`config.mk`:
```
export PLATFORM = sky130hd
export DESIGN_NAME = flight_physics
export DESIGN_NICKNAME = d
export VERILOG_FILES = /design/src/rtl/flight_physics.sv
export SDC_FILE = /design/constraint.sdc
export NUM_CORES = 1
export LEC_CHECK = 0
export ABC_AREA = 1
export CAP_MARGIN = 5
export CORE_UTILIZATION = 50
export DETAILED_ROUTE_END_ITERATION = 7
export PLACE_DENSITY_LB_ADDON = 0.05
export REMOVE_ABC_BUFFERS = 1
export SYNTH_ARGS = -nofsm -noshare
export SYNTH_HDL_FRONTEND = slang
export SYNTH_SLANG_ARGS = --single-unit
export TNS_END_PERCENT = 1
```
`constraint.sdc`:
```
create_clock -name Clk -period 3.68 [get_ports Clk]
set_clock_uncertainty 0.2 [all_clocks]
set_input_delay 0.736 -clock Clk [delete_from_list [all_inputs] [get_ports Clk]]
set_output_delay 0.736 -clock Clk [all_outputs]
set_load 0.02 [all_outputs]
```
`src/rtl/flight_physics.sv`:
```
// Bird motion controller: owns the bird bounding box and vertical velocity.
// Advances once per frame Tick in either manual stepping or gravity/flap physics mode.
module flight_physics #(
    parameter int POS_W      = 10,
    parameter int VEL_W      = 8,
    parameter int X_LEFT     = 230,
    parameter int BIRD_W     = 20,
    parameter int BIRD_H     = 20,
    parameter int Y_INIT     = 220,
    parameter int Y_MIN      = 4,
    parameter int Y_MAX_T    = 620,
    parameter int STEP       = 4,
    parameter int JUMP_V     = 8,
    parameter int GRAVITY    = 1,
    parameter int MAX_FALL_V = 12
) (
    input  logic                    Clk,
    input  logic                    reset_n,
    input  logic                    Tick,
    input  logic                    Mode,
    input  logic                    Start,
    input  logic                    Stop,
    input  logic                    Ack,
    input  logic                    BtnU,
    input  logic                    BtnD,
    output logic [POS_W-1:0]        Bird_X_L,
    output logic [POS_W-1:0]        Bird_X_R,
    output logic [POS_W-1:0]        Bird_Y_T,
    output logic [POS_W-1:0]        Bird_Y_B,
    output logic signed [VEL_W-1:0] VertSpeed,
    output logic                    q_Initial,
    output logic                    q_Flight,
    output logic                    q_Dying,
    output logic                    q_Stop,
    output logic                    HitFloor,
    output logic                    HitCeiling
);

    // Two guard bits keep position + velocity arithmetic free of wrap-around.
    localparam int PW  = POS_W + 2;
    localparam int VW1 = VEL_W + 1;

    localparam logic signed [PW-1:0]    Y_MIN_S    = PW'(Y_MIN);
    localparam logic signed [PW-1:0]    Y_MAX_S    = PW'(Y_MAX_T);
    localparam logic signed [PW-1:0]    STEP_S     = PW'(STEP);
    localparam logic signed [VW1-1:0]   GRAV_S     = VW1'(GRAVITY);
    localparam logic signed [VW1-1:0]   MAXV_S     = VW1'(MAX_FALL_V);
    localparam logic signed [VEL_W-1:0] MAXV_N     = VEL_W'(MAX_FALL_V);
    localparam logic signed [VEL_W-1:0] JUMP_NEG   = VEL_W'(-JUMP_V);
    localparam logic [POS_W-1:0]        Y_INIT_P   = POS_W'(Y_INIT);
    localparam logic [POS_W-1:0]        Y_MIN_P    = POS_W'(Y_MIN);
    localparam logic [POS_W-1:0]        Y_MAX_P    = POS_W'(Y_MAX_T);
    localparam logic [POS_W-1:0]        BIRD_H_OFS = POS_W'(BIRD_H - 1);

    typedef enum logic [3:0] {
        S_INITIAL = 4'b0001,
        S_FLIGHT  = 4'b0010,
        S_DYING   = 4'b0100,
        S_STOP    = 4'b1000
    } state_e;

    state_e                  state_q, state_d;
    logic [POS_W-1:0]        yT_q, yT_d, yB_q;
    logic signed [VEL_W-1:0] vel_q, vel_d;
    logic                    flap_q, flap_d;
    logic                    mode_q, mode_d;
    logic                    btnUPrev_q;
    logic                    hitFloor_q, hitFloor_d;
    logic                    hitCeil_q, hitCeil_d;

    logic signed [PW-1:0]    yExt, velExt, yNext;
    logic signed [VW1-1:0]   velInc;
    logic signed [VEL_W-1:0] velGrav, velNext;
    logic                    btnURise, doTick, physics, useFlap;

    assign yExt     = $signed({2'b00, yT_q});
    assign velExt   = $signed({{(PW-VEL_W){vel_q[VEL_W-1]}}, vel_q});
    assign velInc   = $signed({vel_q[VEL_W-1], vel_q}) + GRAV_S;
    assign velGrav  = (velInc > MAXV_S) ? MAXV_N : velInc[VEL_W-1:0];
    assign btnURise = BtnU & ~btnUPrev_q;

    always_comb begin
        state_d    = state_q;
        yT_d       = yT_q;
        vel_d      = vel_q;
        flap_d     = flap_q;
        mode_d     = mode_q;
        hitFloor_d = 1'b0;
        hitCeil_d  = 1'b0;
        doTick     = 1'b0;
        physics    = 1'b0;
        useFlap    = 1'b0;
        yNext      = yExt;
        velNext    = vel_q;

        unique case (state_q)
            S_INITIAL: begin
                yT_d   = Y_INIT_P;
                vel_d  = '0;
                flap_d = 1'b0;
                mode_d = Mode;
                if (Start) state_d = S_FLIGHT;
            end
            S_FLIGHT: begin
                if (Stop) begin
                    state_d = mode_q ? S_DYING : S_STOP;
                    flap_d  = 1'b0;
                end else begin
                    flap_d = flap_q | btnURise;
                    if (Tick) begin
                        doTick  = 1'b1;
                        physics = mode_q;
                        useFlap = mode_q & flap_q;
                        // An edge arriving with this tick survives for the next one.
                        if (mode_q) flap_d = btnURise;
                    end
                end
            end
            S_DYING: begin
                flap_d = 1'b0;
                if (Tick) begin
                    doTick  = 1'b1;
                    physics = 1'b1;
                end
            end
            S_STOP: begin
                flap_d = 1'b0;
                if (Ack) begin
                    state_d = S_INITIAL;
                    yT_d    = Y_INIT_P;
                    vel_d   = '0;
                end
            end
            default: begin
                state_d = S_INITIAL;
                yT_d    = Y_INIT_P;
                vel_d   = '0;
                flap_d  = 1'b0;
            end
        endcase

        if (doTick) begin
            if (physics) begin
                yNext   = yExt + velExt;
                velNext = useFlap ? JUMP_NEG : velGrav;
            end else begin
                velNext = '0;
                if (BtnU)      yNext = yExt - STEP_S;
                else if (BtnD) yNext = yExt + STEP_S;
            end

            // Exact landing on a bound raises the flag; only overshoot kills velocity.
            if (yNext <= Y_MIN_S) begin
                yT_d      = Y_MIN_P;
                hitCeil_d = 1'b1;
                if (physics && (yNext < Y_MIN_S)) velNext = useFlap ? JUMP_NEG : '0;
            end else if (yNext >= Y_MAX_S) begin
                yT_d       = Y_MAX_P;
                hitFloor_d = 1'b1;
                if (physics && (yNext > Y_MAX_S)) velNext = '0;
                if (state_q == S_DYING) state_d = S_STOP;
            end else begin
                yT_d = yNext[POS_W-1:0];
            end
            vel_d = velNext;
        end
    end

    always_ff @(posedge Clk or negedge reset_n) begin
        if (!reset_n) begin
            state_q    <= S_INITIAL;
            yT_q       <= Y_INIT_P;
            yB_q       <= Y_INIT_P + BIRD_H_OFS;
            vel_q      <= '0;
            flap_q     <= 1'b0;
            mode_q     <= 1'b0;
            btnUPrev_q <= 1'b0;
            hitFloor_q <= 1'b0;
            hitCeil_q  <= 1'b0;
        end else begin
            state_q    <= state_d;
            yT_q       <= yT_d;
            yB_q       <= yT_d + BIRD_H_OFS;
            vel_q      <= vel_d;
            flap_q     <= flap_d;
            mode_q     <= mode_d;
            btnUPrev_q <= BtnU;
            hitFloor_q <= hitFloor_d;
            hitCeil_q  <= hitCeil_d;
        end
    end

    assign Bird_X_L   = POS_W'(X_LEFT);
    assign Bird_X_R   = POS_W'(X_LEFT + BIRD_W - 1);
    assign Bird_Y_T   = yT_q;
    assign Bird_Y_B   = yB_q;
    assign VertSpeed  = vel_q;
    assign q_Initial  = state_q[0];
    assign q_Flight   = state_q[1];
    assign q_Dying    = state_q[2];
    assign q_Stop     = state_q[3];
    assign HitFloor   = hitFloor_q;
    assign HitCeiling = hitCeil_q;

endmodule
```
==> flow_summary.ini, run 1 <==
[grt]
grt_use_met1 = 0.366
grtUsageMet2 = 0.446
grt_pass1_wl_mm = 15.3
globalRouteMet3Util = 0.0302
grt-busiest-layer = met2
grt_usage = 0.266
grt_max_degree = 38
grt_pass1_vias = 3285
antenna_found_initial = 0
gr-total-overflow = 0

[finish]
seqCellArea_sq_um = 943
area_delta_synth_final_pct = 21.3
drive_above_1_share = 0.154
fillers = 609
multi_input_area_sq_um = 2110
instances_no_fill = 674
final_nets = 622
diodes = 0

[timing]
fmax_ghz = 0.293
worstMarginPinSlew_ps = 833
worst_hold_slack_ps = 306
fin_crit_sh = 0.928
fin_crit_ps = 3410
final_hold_viol_count = 0
setup_tns_ps = 0
slew_headroom = 0.444
rsz0062_at_grt = false
slew_violations = 0
setup_violations = 0

[floorplanning]
boundaryPins = 63
fp-row-count = 29
die_x_um = 85.2
die_area_sq_um = 7270
die_h_um = 85.2
core_sq_um = 6530
initial_core_util = 0.530

[synth]
synth_common_cells = nand2_1 (164), inv_1 (73), nand3_1 (57)
post-synth-top-count-cell = nand2_1
synthTopCellsByArea = nand2_1 (18%), dfrtp_1 (17%), dfstp_2 (9.9%), nand3_1 (8.2%), inv_1 (7.9%)
yosysWarnings = 0
synth_edf_count = 0
syn_area_per_cell_sq_um = 6.56
ys.flop_type = dfrtp_1
synth_top_area_frac = 0.178
ys_seq_area_frac = 0.272
synth_cell_type_count = 43
yosys.area.top_type = nand2_1
synth_area_sq_um = 3460
async_flop_share = 1.00
synthCells = 528
ys_ff_latch = 37

[clocking]
cts_hold_buf = 0
root_buffer = clkbuf_8
clock_latency_ps = 300
clockBufferDepth = 2
cts_tree = done
clk_pin_slew_ps = 90
cts.sinks = 37
post-cts-setup-buffer-count = 0
htreeDepth = 2
cts_made_buffers = 5

[critical_path]
worstSetupPathType = flip-flop to flip-flop
cp_data_required_time_ps = 3670
crit_fanout = 7
cp-end-kind = flip-flop
start_kind = flip-flop
crit_arrival_ps = 3410

[placed_design]
hpwlAfterDp_mm = 7.27
placed_cells = 666
portBuffers = 42
gp_congestion = 0.896

[detailed_routing]
drc = 0
vias_per_cell = 5.19
drt_pass1_iterations = 5
drt_wl_total_mm = 9.06
wl_per_cell_um = 13.4
vias = 3496
drtIter0Drc = 157
ant_nets = 0

[hold_path]
min_path_type = flip-flop to flip-flop

[power_and_ir_drop]
cellPowerDensity_nw_per_um2 = 333
p_leak_uw = 0.00227
peakVddDrop_mv = 0.309

[status]
status = completed

[run]
drv_cap = 0
-- per-stage QoR --
stage	setup WS (ps)	util	total power, uW	cell area, sq um
global placement	27.4	0.619	953	4050
detailed placement	-54.9	0.619	955	4050
finish	266	0.643	1400	4200
CTS	240	0.640	1400	4180
floorplan	454	-	776	3330
global route	12.1	0.643	1480	4200
-- worst paths after layout --
kind                                          start                        to  slack [ps]  depth (start not counted)
min                            btnUPrev_q$_DFF_PN0_          flap_q$_DFF_PN0_         310                          2
min reg2reg                    btnUPrev_q$_DFF_PN0_          flap_q$_DFF_PN0_         310                          2
max                        VertSpeed[0]$_DFFE_PN0P_     Bird_Y_B[8]$_DFF_PN0_         270                         23
max in group asynchronous                   reset_n  VertSpeed[0]$_DFFE_PN0P_        2390                          1
min in group asynchronous                   reset_n  VertSpeed[5]$_DFFE_PN0P_         320                          1
max reg2reg                VertSpeed[0]$_DFFE_PN0P_     Bird_Y_B[8]$_DFF_PN0_         270                         23
-- critical path: stages (launching register included) --
cell	delay, ps
dfrtp_2	470
ha_1	270
fa_1	440
nand3_1	110
nand2_1	90
nand2_1	100
nand3_1	100
nand3_1	120
nand2_1	80
nor2_1	110
nand2_1	60
nand2_1	80
nand3_2	80
nand2_2	100
nand2_1	70
nor2_2	130
nor2_4	50
ha_1	210
inv_1	80
nand3_2	100
nand2_2	100
nand2_1	60
nand2_1	60
nand2_1	40
-- metal layers --
layer  up-vias  share of wire  wire length (um)
li1       1775              -                 -
met1      1591           0.49              4420
met2       117           0.46              4130
met3        13          0.044               395
met4         0          0.013               114
met5         -              0                 0
-- layout make-up --
cell class                 instances  share of cell area
multi-input combinational        404               0.502
sequential                        37               0.225
timing repair buffer              69               0.147
inverter                          79              0.0706
tap                               77              0.0229
clock buffer                       5              0.0164
clock inverter                     3              0.0164
-- power breakdown --
part	switching [uW]	internal, uW
combinational	305	175
clock	168	273
sequential	28.7	449
total	502	897
-- registers in the layout, summed over array words and instances (netlist names) --
signal,count
HitCeiling,1
flap_q,1
Bird_Y_B,10
btnUPrev_q,1
VertSpeed,8
mode_q,1
state_q,4
Bird_Y_T,10
HitFloor,1
-- timing repair --
item	CTS	global route
gates resized for setup	0	6
endpoints found under the hold margin	0	0
endpoints found under the setup margin	0	6
-- cells by family (layout without fill, tap and decap cells) --
logic type	after synthesis	count (layout)	share of synthesized area
xor+xnor	10	10	0.0253
fa+ha+maj	17	17	0.0636
simple gates	314	314	0.409
buf+inv	105	156	0.144
other cells	2	20	0.00217
flops	37	37	0.272
mux	1	1	0.00325
compound gates	42	42	0.0813
-- cells in the final DEF (no fill, tap or decap), drive strengths merged, types with 2 or more instances in the layout --
cell             n
ha              16
clkbuf           5
xor2             9
a21oi            7
inv             80
o22ai            4
nand3b           4
nor3             3
nand3           65
nand2          175
conb            20
o21ai           20
nand4            9
a31oi            2
or2              2
clkdlybuf4s50   41
nor2            55
buf             28
dfrtp           24
bufinv           2
o221ai           3
dfstp           13
Note: power is estimated with default switching activity, not from simulation.
==> run 2: changes to the inputs <==
--- a/config.mk
+++ b/config.mk
@@ -5,7 +5,6 @@
 export SDC_FILE = /design/constraint.sdc
 export NUM_CORES = 1
 export LEC_CHECK = 0
-export ABC_AREA = 1
 export CAP_MARGIN = 5
 export CORE_UTILIZATION = 50
 export DETAILED_ROUTE_END_ITERATION = 7
==> run 2 against run 1 <==
Compared with the run above:
- the flow now finishes with violations (setup timing)
- synthesized area grew 2.0%
- routed wire length up 26%
- combinational power increased by 9.6%
- critical endpoint unchanged
==> flow_summary.ini, run 2 <==
[status]
status = finished with violations
violations = setup timing

[critical_path]
worstSetupPathType = flip-flop to flip-flop
crit_buf_inv = 3
start_kind = flip-flop
critical_path.cell_chain = ha_2 -> fa_2 -> a211oi_2 -> buf_4 -> o21a_1 -> buf_4 -> nor3_2 -> nor4_2 -> a22oi_2 -> buf_4 -> o31ai_4 -> nor2_2 -> a32oi_2 -> ha_2 -> nor3_4 -> a211oi_2 -> and4b_1
crit_fanout = 4
crit_arrival_ps = 4000
critical_path_depth = 17
r2r_slack_ps = -330
path_delay_family = compound AO/OA/AOI/OAI gates
r2r_cells = 17
critPathSlowestCell = dfrtp_1
cp_common_cell = buf_4
rr_startpoint = VertSpeed[0]$_DFFE_PN0P_
cp_data_required_time_ps = 3670
cp-end-kind = flip-flop
slowest_delay_ps = 390
worstReg2RegEnd = Bird_Y_B[8]$_DFF_PN0_

[synth]
ys_ff_latch = 37
synth_cell_type_count = 93
yosysWarnings = 0
synth_top_area_frac = 0.170
ys.flop_type = dfrtp_1
post-synth-top-count-cell = nand2_1
synthTopCellsByArea = dfrtp_1 (17%), dfstp_2 (9.7%), ha_1 (5.7%), buf_4 (4.2%), a21oi_1 (3.4%)
syn_area_per_cell_sq_um = 8.88
synth_edf_count = 0
ys_seq_area_frac = 0.267
synth_area_sq_um = 3530
synthCells = 398
synth_common_cells = nand2_1 (32), nor2_1 (31), a21oi_1 (24), dfrtp_1 (24), buf_4 (20)
yosys.area.top_type = dfrtp_1
async_flop_share = 1.00

[placed_design]
hpwlAfterDp_mm = 8.76
portBuffers = 42
gp_congestion = 0.949

[floorplanning]
core_sq_um = 6790
initial_core_util = 0.520
die_x_um = 86.1
fp-row-count = 30
die_h_um = 86.1
boundaryPins = 63
die_area_sq_um = 7410

[grt]
grt_pass1_vias = 3543
globalRouteMet3Util = 0.0587
grt_use_met1 = 0.432
gr-total-overflow = 0
grt-busiest-layer = met2
grt_usage = 0.319
grtUsageMet2 = 0.502
grt_max_degree = 38
grt_pass1_wl_mm = 18.1
antenna_found_initial = 0

[finish]
final_nets = 599
layout.cells.most_common_list = buf_4 (132), clkdlybuf4s50_1 (40), nand2_1 (32), nor2_1 (30)
area_delta_synth_final_pct = 48.9
final_common_cell = buf_4
drive_above_1_share = 0.402
fillers = 479
diodes = 0

[detailed_routing]
vias_per_cell = 5.56
drt_pass1_iterations = 5
drtIter0Drc = 302
ant_nets = 0
vias = 3726
drt_wl_total_mm = 11.4
drc = 0
wl_per_cell_um = 17.1

[timing]
fin_crit_sh = 1.09
final_hold_viol_count = 0
slew_violations = 0
fmax_ghz = 0.250
fin_crit_ps = 4010
layout_setup_ws_ps = -325
setup_violations = 18
worstMarginPinSlew_ps = 902
rsz0062_at_grt = true
setup_tns_ps = -2380
slew_headroom = 0.398

[clocking]
cts_made_buffers = 5
htreeDepth = 2
clockBufferDepth = 2
clock_latency_ps = 300
cts.sinks = 37
root_buffer = clkbuf_8
cts_hold_buf = 0
clk_pin_slew_ps = 80
cts_tree = done

[power_and_ir_drop]
p_leak_uw = 0.00242
cellPowerDensity_nw_per_um2 = 251
design_power_total_uw = 1320
peakVddDrop_mv = 0.171

[hold_path]
min_path_type = primary input to async pin

[run]
drv_cap = 0
==> run 2: layout make-up <==
cell class	instances	area [sq um]	area share
Timing Repair Buffer	182	1500	0.284
Inverter	16	66.3	0.0126
Clock buffer	7	96.3	0.0183
Sequential cell	37	942	0.179
Clock inverter	1	8.76	0.00166
Tap cell	96	120	0.0228
Multi-Input combinational cell	331	2530	0.482
==> run 2: report_power, final <==
group          leakage, uW  switching [uW]  internal, uW  total, uW
Clock            0.0000549             164           173        337
Sequential        0.000466            18.2           440        458
Combinational      0.00190             289           237        526
Total              0.00242             471           851       1320
==> run 2: cells by family after synthesis <==
logic type                 after synthesis  synth area share
buffers and inverters                   48            0.0814
DFF                                     37             0.267
and+or+nand+nor                        146             0.241
adders and majority gates               17            0.0623
muxes                                    6            0.0177
xor gates and xnor gates                20            0.0517
other                                    2           0.00212
AOI/OAI and AO/OA                      122             0.277
==> run 2: stage by stage <==
| step | instance area (sq um) | worst slack [ps] | hold WS (ps) | utilization | cells |
|---|---|---|---|---|---|
| floorplan | 3380 | -371 | 240 | - | 384 |
| global placement | 4850 | -864 | 341 | 0.713 | 646 |
| detailed placement | 4850 | -942 | 358 | 0.713 | 646 |
| CTS | 5180 | -192 | 370 | 0.763 | 665 |
| global route | 5260 | -448 | 407 | 0.775 | 670 |
| finish | 5260 | -325 | 349 | 0.775 | 670 |
==> run 2: timing repair <==
action,CTS,global route
buffers inserted,11,5
resized for setup,33,8
pin swaps,30,12
setup endpoints to repair,21,20
cloned,0,0
==> run 2: worst max-delay path by stage <==
stage | startpoint | end | slack, ps
3_5_place_dp | BtnU | Bird_Y_B[8]$_DFF_PN0_ | -940
6_report | VertSpeed[0]$_DFFE_PN0P_ | Bird_Y_B[8]$_DFF_PN0_ | -330
3_3_place_gp | BtnU | Bird_Y_B[8]$_DFF_PN0_ | -860
5_1_grt | VertSpeed[0]$_DFFE_PN0P_ | Bird_Y_B[8]$_DFF_PN0_ | -450
2_1_floorplan | VertSpeed[0]$_DFFE_PN0P_ | Bird_Y_B[8]$_DFF_PN0_ | -370
4_1_cts | Bird_Y_T[0]$_DFF_PN0_ | Bird_Y_B[8]$_DFF_PN0_ | -190
==> run 2: metal layers <==
metal  wire, um  vias to the layer above
met1       5140                     1774
li1           -                     1792
met2       5240                      138
met3        693                       22
met4        366                        0
met5          0                        -
